`src/rtl/can_crc_tx_if.sv`:
```
// Frame-builder to CAN transmitter signal bundle.
// Optional ACK readback signals exist only when CAN_TX_ACK_CHECK_EN is defined.
interface can_crc_tx_if;
    logic        i_Start;
    logic [10:0] i_ID;
    logic        i_RTR;
    logic [3:0]  i_DLC;
    logic [63:0] i_Data;
    logic        o_Tx;
    logic        o_Busy;
    logic        o_Done;
    logic [14:0] o_CRC;
`ifdef CAN_TX_ACK_CHECK_EN
    logic        i_Rx;
    logic        o_AckErr;

    modport slave (
        input  i_Start, i_ID, i_RTR, i_DLC, i_Data, i_Rx,
        output o_Tx, o_Busy, o_Done, o_CRC, o_AckErr
    );
    modport master (
        output i_Start, i_ID, i_RTR, i_DLC, i_Data, i_Rx,
        input  o_Tx, o_Busy, o_Done, o_CRC, o_AckErr
    );
`else
    modport slave (
        input  i_Start, i_ID, i_RTR, i_DLC, i_Data,
        output o_Tx, o_Busy, o_Done, o_CRC
    );
    modport master (
        output i_Start, i_ID, i_RTR, i_DLC, i_Data,
        input  o_Tx, o_Busy, o_Done, o_CRC
    );
`endif
endinterface

```
`src/rtl/can_crc_tx.sv`:
```
// CAN 2.0A standard-frame serializer with on-the-fly CRC-15 and bit stuffing.
// Define CAN_TX_ACK_CHECK_EN to add ACK-slot readback (i_Rx) and o_AckErr.
module can_crc_tx #(
    parameter int CLKS_PER_BIT = 10
) (
    input  logic         i_Clk,
    input  logic         i_Rst,
    can_crc_tx_if.slave  tx_if
);
    localparam int DIV_W = $clog2(CLKS_PER_BIT);
    localparam logic [DIV_W-1:0] DIV_LAST = DIV_W'(CLKS_PER_BIT - 1);

    typedef enum logic [1:0] {IDLE, FRAME, CRC, TAIL} state_t;

    state_t            state_q, state_d;
    logic [10:0]       id_q;
    logic              rtr_q;
    logic [3:0]        dlc_q;
    logic [63:0]       data_q;
    logic [6:0]        idx_q, idx_d;
    logic [2:0]        run_q, run_d;
    logic              last_q;
    logic              stuff_q, stuff_d;
    logic [DIV_W-1:0]  div_q;
    logic [14:0]       crc_q, crc_d;
    logic              tx_q, tx_d;
    logic              busy_q;
    logic              done_q;

    logic [3:0]        nbytes;
    logic [6:0]        frame_len;
    logic [82:0]       frame_vec;

    function automatic logic [14:0] crc_step(input logic [14:0] c, input logic b);
        logic inv;
        inv = b ^ c[14];
        return {c[13:0], 1'b0} ^ (inv ? 15'h4599 : 15'h0000);
    endfunction

    always_comb begin
        nbytes    = rtr_q ? 4'd0 : ((dlc_q > 4'd8) ? 4'd8 : dlc_q);
        frame_len = 7'd19 + {nbytes, 3'b000};
        frame_vec = {1'b0, id_q, rtr_q, 1'b0, 1'b0, dlc_q, data_q};

        // Stuff bits count toward the run but never reach the CRC.
        run_d = (tx_q == last_q) ? run_q + 3'd1 : 3'd1;
        crc_d = (state_q == FRAME && !stuff_q) ? crc_step(crc_q, tx_q) : crc_q;

        state_d = state_q;
        idx_d   = idx_q;
        if (!stuff_q) begin
            idx_d = idx_q + 7'd1;
            case (state_q)
                FRAME:   if (idx_d == frame_len) begin state_d = CRC;  idx_d = 7'd0; end
                CRC:     if (idx_d == 7'd15)     begin state_d = TAIL; idx_d = 7'd0; end
                TAIL:    if (idx_d == 7'd10)     begin state_d = IDLE; idx_d = 7'd0; end
                default: ;
            endcase
        end

        // A stuff bit due after the last CRC bit goes out while already in TAIL.
        stuff_d = !stuff_q && (state_q == FRAME || state_q == CRC) && (run_d == 3'd5);

        case (state_d)
            FRAME:   tx_d = frame_vec[7'd82 - idx_d];
            CRC:     tx_d = crc_d[4'd14 - idx_d[3:0]];
            default: tx_d = 1'b1;
        endcase
        if (stuff_d) tx_d = ~tx_q;
    end

`ifdef CAN_TX_ACK_CHECK_EN
    logic ack_miss_q;
    logic ack_err_q;
`endif

    always_ff @(posedge i_Clk) begin
        if (state_q == IDLE && tx_if.i_Start) begin
            id_q   <= tx_if.i_ID;
            rtr_q  <= tx_if.i_RTR;
            dlc_q  <= tx_if.i_DLC;
            data_q <= tx_if.i_Data;
        end
    end

    always_ff @(posedge i_Clk) begin
        if (i_Rst) begin
            state_q <= IDLE;
            idx_q   <= 7'd0;
            run_q   <= 3'd0;
            last_q  <= 1'b1;
            stuff_q <= 1'b0;
            div_q   <= '0;
            crc_q   <= 15'd0;
            tx_q    <= 1'b1;
            busy_q  <= 1'b0;
            done_q  <= 1'b0;
`ifdef CAN_TX_ACK_CHECK_EN
            ack_miss_q <= 1'b0;
            ack_err_q  <= 1'b0;
`endif
        end else begin
            done_q <= 1'b0;
`ifdef CAN_TX_ACK_CHECK_EN
            ack_err_q <= 1'b0;
            if (state_q == TAIL && !stuff_q && idx_q == 7'd1 &&
                div_q == DIV_W'(CLKS_PER_BIT / 2))
                ack_miss_q <= tx_if.i_Rx;
`endif
            case (state_q)
                IDLE: begin
                    if (tx_if.i_Start) begin
                        state_q <= FRAME;
                        idx_q   <= 7'd0;
                        run_q   <= 3'd0;
                        last_q  <= 1'b1;
                        stuff_q <= 1'b0;
                        div_q   <= '0;
                        crc_q   <= 15'd0;
                        tx_q    <= 1'b0;
                        busy_q  <= 1'b1;
`ifdef CAN_TX_ACK_CHECK_EN
                        ack_miss_q <= 1'b0;
`endif
                    end
                end
                default: begin
                    if (div_q == DIV_LAST) begin
                        div_q   <= '0;
                        crc_q   <= crc_d;
                        run_q   <= run_d;
                        last_q  <= tx_q;
                        stuff_q <= stuff_d;
                        state_q <= state_d;
                        idx_q   <= idx_d;
                        tx_q    <= tx_d;
                        if (state_d == IDLE) begin
                            busy_q <= 1'b0;
                            done_q <= 1'b1;
`ifdef CAN_TX_ACK_CHECK_EN
                            ack_err_q <= ack_miss_q;
`endif
                        end
                    end else begin
                        div_q <= div_q + 1'b1;
                    end
                end
            endcase
        end
    end

    assign tx_if.o_Tx   = tx_q;
    assign tx_if.o_Busy = busy_q;
    assign tx_if.o_Done = done_q;
    assign tx_if.o_CRC  = crc_q;
`ifdef CAN_TX_ACK_CHECK_EN
    assign tx_if.o_AckErr = ack_err_q;
`endif
endmodule

```
`src/flat_wrapper.sv`:
```
// flat-port wrapper written by rule: the top's interface ports become plain ports
module can_crc_tx_flat 
#(
    parameter int CLKS_PER_BIT = 10
)
  (i_Clk, i_Rst, tx_if_i_Start, tx_if_i_ID, tx_if_i_RTR, tx_if_i_DLC, tx_if_i_Data, tx_if_o_Tx, tx_if_o_Busy, tx_if_o_Done, tx_if_o_CRC);
  can_crc_tx_if tx_if_i ();
  input  logic i_Clk;
  input  logic i_Rst;
  input wire logic [$bits(tx_if_i.i_Start)-1:0] tx_if_i_Start;
  input wire logic [$bits(tx_if_i.i_ID)-1:0] tx_if_i_ID;
  input wire logic [$bits(tx_if_i.i_RTR)-1:0] tx_if_i_RTR;
  input wire logic [$bits(tx_if_i.i_DLC)-1:0] tx_if_i_DLC;
  input wire logic [$bits(tx_if_i.i_Data)-1:0] tx_if_i_Data;
  output wire logic [$bits(tx_if_i.o_Tx)-1:0] tx_if_o_Tx;
  output wire logic [$bits(tx_if_i.o_Busy)-1:0] tx_if_o_Busy;
  output wire logic [$bits(tx_if_i.o_Done)-1:0] tx_if_o_Done;
  output wire logic [$bits(tx_if_i.o_CRC)-1:0] tx_if_o_CRC;
  assign tx_if_i.i_Start = tx_if_i_Start;
  assign tx_if_i.i_ID = tx_if_i_ID;
  assign tx_if_i.i_RTR = tx_if_i_RTR;
  assign tx_if_i.i_DLC = tx_if_i_DLC;
  assign tx_if_i.i_Data = tx_if_i_Data;
  assign tx_if_o_Tx = tx_if_i.o_Tx;
  assign tx_if_o_Busy = tx_if_i.o_Busy;
  assign tx_if_o_Done = tx_if_i.o_Done;
  assign tx_if_o_CRC = tx_if_i.o_CRC;
  can_crc_tx #(.CLKS_PER_BIT(CLKS_PER_BIT)) u_core (.i_Clk(i_Clk), .i_Rst(i_Rst), .tx_if(tx_if_i));
endmodule
```
`config.mk`:
```
export PLATFORM = sky130hd
export DESIGN_NAME = can_crc_tx_flat
export DESIGN_NICKNAME = d
export VERILOG_FILES = /design/src/rtl/can_crc_tx_if.sv /design/src/rtl/can_crc_tx.sv /design/src/flat_wrapper.sv
export SDC_FILE = /design/constraint.sdc
export NUM_CORES = 1
export LEC_CHECK = 0
export ABC_CLOCK_PERIOD_IN_PS = 7100
export CAP_MARGIN = 20
export CELL_PAD_IN_SITES_DETAIL_PLACEMENT = 0
export CELL_PAD_IN_SITES_GLOBAL_PLACEMENT = 2
export CORE_AREA = 3 3 126 140
export CTS_CLUSTER_DIAMETER = 30
export DETAILED_ROUTE_END_ITERATION = 7
export DIE_AREA = 0 0 129 143
export GPL_TIMING_DRIVEN = 0
export HOLD_SLACK_MARGIN = 0.06
export PLACE_DENSITY_LB_ADDON = 0.25
export SETUP_SLACK_MARGIN = 0.1
export SLEW_MARGIN = 15
export SYNTH_ARGS = -nofsm -noshare
export SYNTH_HDL_FRONTEND = slang
export SYNTH_SLANG_ARGS = --single-unit
export TNS_END_PERCENT = 30
```
`constraint.sdc`:
```
create_clock -name i_Clk -period 7.1 [get_ports i_Clk]
set_input_delay 1.42 -clock i_Clk [delete_from_list [all_inputs] [get_ports i_Clk]]
set_output_delay 1.42 -clock i_Clk [all_outputs]
set_load 0.005 [all_outputs]
```
==> impl_metrics.csv <==
group,metric,value,unit
die,fp-row-count,49,
global_routing,antenna_found_initial,0,
timing,hold_violations,0,
power_and_ir_drop,power.leakage,2.86,nW
cts,cts_resized,0,
finish,syn_to_final_growth,31.3,%
detailed_routing,via_per_inst,5.34,
global_routing,grt_usage,0.178,
detailed_routing,ant_nets,0,
critical_path,worstSetupEndpointType,"flop",
min_path,hold_class,"reg -> reg",
synthesis,yosysWarnings,0,
critical_path,cp_max_fo,10,
timing,setup_viol,0,
synthesis,syn_area_per_cell,10.5,µm²
die,core_area,16300,µm²
timing,fin_ws,1.29,ns
die,ios,101,
timing,max_freq,172,MHz
power_and_ir_drop,p_clk_frac,0.466,
synthesis,async_flop_share,0,
finish,drive_gt1_frac,0.0956,
cts,clockBufferDepth,2,
cts,cts_buffers,17,
placed_design,gp_congestion,0.849,
timing,period_minus_slack,5.81,ns
power_and_ir_drop,cellInternalPower,1.44,mW
detailed_routing,drt-total-wl,16000,µm
cts,htree_levels,4,
detailed_routing,drt_iter0_drc,272,
placed_design,dpl.hpwl,11900,µm
power_and_ir_drop,peakVddDrop,0.000159,V
die,die_w,129,µm
synthesis,synth_seq_area_share,0.523,
critical_path,path_class,"reg -> reg",
timing,finalCritPeriodShare,0.818,
power_and_ir_drop,seqPwrFrac,0.413,
die,fp.dieH,143,µm
critical_path,critPathLaunchType,"flop",
power_and_ir_drop,p_sw_frac,0.233,
synthesis,syn_nets,668,
cts,cts_tree,"built",
finish,layout_commonest_cell,"clkdlybuf4s50_1",
timing,relSlewSlack,0.369,
critical_path,cp.arrival,6.09,ns
detailed_routing,wire_per_inst,17.7,µm
finish,utilization,0.480,
die,die_area,18400,µm²
synthesis,synth_flop_cell,"edfxtp_1",
synthesis,ys_ff_latch,116,
placed_design,portBuffers,99,
timing,tightest_slew,0.943,ns
placed_design,post-place-cells,874,
cts,clk_pin_slew,0.06,ns
run,max_cap_viol_count,0,
cts,root_buffer,"clkbuf_16",
timing,maxSlewViolCount,0,
run_status,status,"finished clean",
cts,post_cts_buffers,0,
synthesis,yosysUniqueCellTypes,73,
synthesis,synth_top_area_cell,"edfxtp_1",
synthesis,yosysTopAreaCellShare,0.402,
finish,n_antenna_cell,0,
timing,clock_skew,0.0152,ns
die,initial_utilization,0.366,
finish,final_cell_mix,"clkdlybuf4s50_1 (99), edfxtp_1 (80), nand2_1 (78)",
global_routing,grt_pass1_wl,25600,µm
detailed_routing,first_pass_iters,5,
finish,final_cells,905,
global_routing,grt_max_degree,46,
critical_path,required,7.38,ns
cts,worst_skew_pair.late_latency,0.42,ns
placed_design,place_ws,1.27,ns
cts,ctsHoldBuffers,0,
power_and_ir_drop,power.total,1.88,mW
timing,fin_tns_setup,0,ns
synthesis,synth_edf_count,80,
synthesis,syn_inst,570,
power_and_ir_drop,combPwrFrac,0.121,
detailed_routing,num_vias,4830,
power_and_ir_drop,power_per_cell_area,240,nW/µm²
synthesis,syn-cell-area,5970,µm²
cts,cts.sinks,116,
detailed_routing,drc,0,
global_routing,grt_overflow,0,
power_and_ir_drop,p_sw,0.439,mW
timing,rsz0062_at_grt,"no",
synthesis,synthTopCellsByArea,"edfxtp_1 (40%), dfxtp_1 (12%), nand2_1 (4.9%)",
global_routing,grt_pass1_vias,4866,
finish,layout.nets,787,
[path summary, 6_finish.rpt]
path                            depth (start not counted)                        from  slack, ns                             end
worst min register to register                          2  u_core.last_q$_SDFFE_PP1P_       0.48      u_core.last_q$_SDFFE_PP1P_
worst min-delay path                                    2  u_core.last_q$_SDFFE_PP1P_       0.48      u_core.last_q$_SDFFE_PP1P_
worst max register to register                         19      u_core.rtr_q$_DFFE_PP_       1.29  u_core.tx_if.o_Tx$_SDFFE_PP1P_
worst max-delay path                                   19      u_core.rtr_q$_DFFE_PP_       1.29  u_core.tx_if.o_Tx$_SDFFE_PP1P_
[per-layer routing]
metal | vias to the layer above | global-route usage | part of all wire
met3 | 21 | 0.0434 | 0.048
li1 | 2349 | - | -
met4 | 0 | 0.0558 | 0.017
met5 | - | 0 | 0
met1 | 2326 | 0.232 | 0.45
met2 | 134 | 0.294 | 0.49
[worst max-delay path: stages, from the launching register on]
cell      delay [ns]
edfxtp_1        0.48
nor3b_4         0.32
ha_1            0.24
xor2_2          0.20
xnor2_2         0.15
xnor2_1         0.11
a311oi_2        0.60
o41ai_2         0.19
inv_1           0.26
buf_2           0.32
buf_2           0.30
ha_1            0.33
xor2_1          0.34
nor2b_1         0.31
clkbuf_1        0.52
a221oi_1        0.28
o22a_1          0.25
and3_1          0.17
o21ai_1         0.19
a31oi_1         0.10
[flip-flops by register name (all words and copies together) (netlist names), 2 cells and up]
signal / flops
u_core.id_q: 11
u_core.div_q: 4
u_core.data_q: 64
u_core.idx_q: 7
u_core.state_q: 2
u_core.run_q: 3
u_core.tx_if.o_CRC: 15
u_core.dlc_q: 4
[logic make-up after synthesis]
kind of cell               Yosys count  share of synthesized area
DFF                                116                      0.523
xor gates and xnor gates            26                     0.0419
buffers and inverters               44                     0.0333
and+or+nand+nor                    239                      0.193
AOI/OAI and AO/OA                  114                      0.150
muxes                               16                     0.0277
adders and majority gates           15                     0.0314
[cell usage after synthesis (3+ instances only)]
master and instances:
and3_1 4, or3_1 3, buf_4 7, xor2_1 10, o211ai_1 6, nor3_1 11, nand3_1 31, a221oi_1 6
clkbuf_1 18, nor4_1 5, mux2_2 4, nand2b_1 7, ha_1 15, a31oi_1 9, a211oi_1 3, nand2_1 78
xnor2_1 13, dfxtp_1 36, o21ai_0 8, o21bai_1 3, nand3b_1 3, mux2i_1 12, nor2_1 65, edfxtp_1 80
a32o_1 3, inv_1 12, a21oi_1 16, nor4b_1 3, buf_2 6, nand4_1 5, and2_1 4, o22ai_1 3
nor2b_1 6, a22oi_1 23
[power groups by stage]
stage	Sequential [mW]	Combinational [mW]	Clock (mW)
after global placement	0.793	0.225	0
final	0.777	0.228	0.877
after CTS	0.777	0.231	0.894
after detailed placement	0.790	0.230	0
after floorplan	0.789	0.129	0
after global routing	0.779	0.253	0.924
[stage by stage]
step | instance area [µm²] | hold WS, ns
after floorplan | 5970 | 0.458
after global placement | 7220 | 0.470
after detailed placement | 7240 | 0.478
after CTS | 7840 | 0.485
after global routing | 7840 | 0.497
final | 7840 | 0.483
[layout make-up]
| cell class | instances | area, µm² |
|---|---|---|
| flip-flops and latches | 116 | 3120 |
| clock buffers | 20 | 437 |
| fillers | 1549 | 8470 |
| multi-input cells | 410 | 2650 |
| clock inverters | 11 | 160 |
| repair buffers | 100 | 1010 |
| well taps | 204 | 255 |
| plain buffers | 32 | 154 |
| inverters | 12 | 45.0 |
No activity file was read; power rests on OpenSTA's default activity.
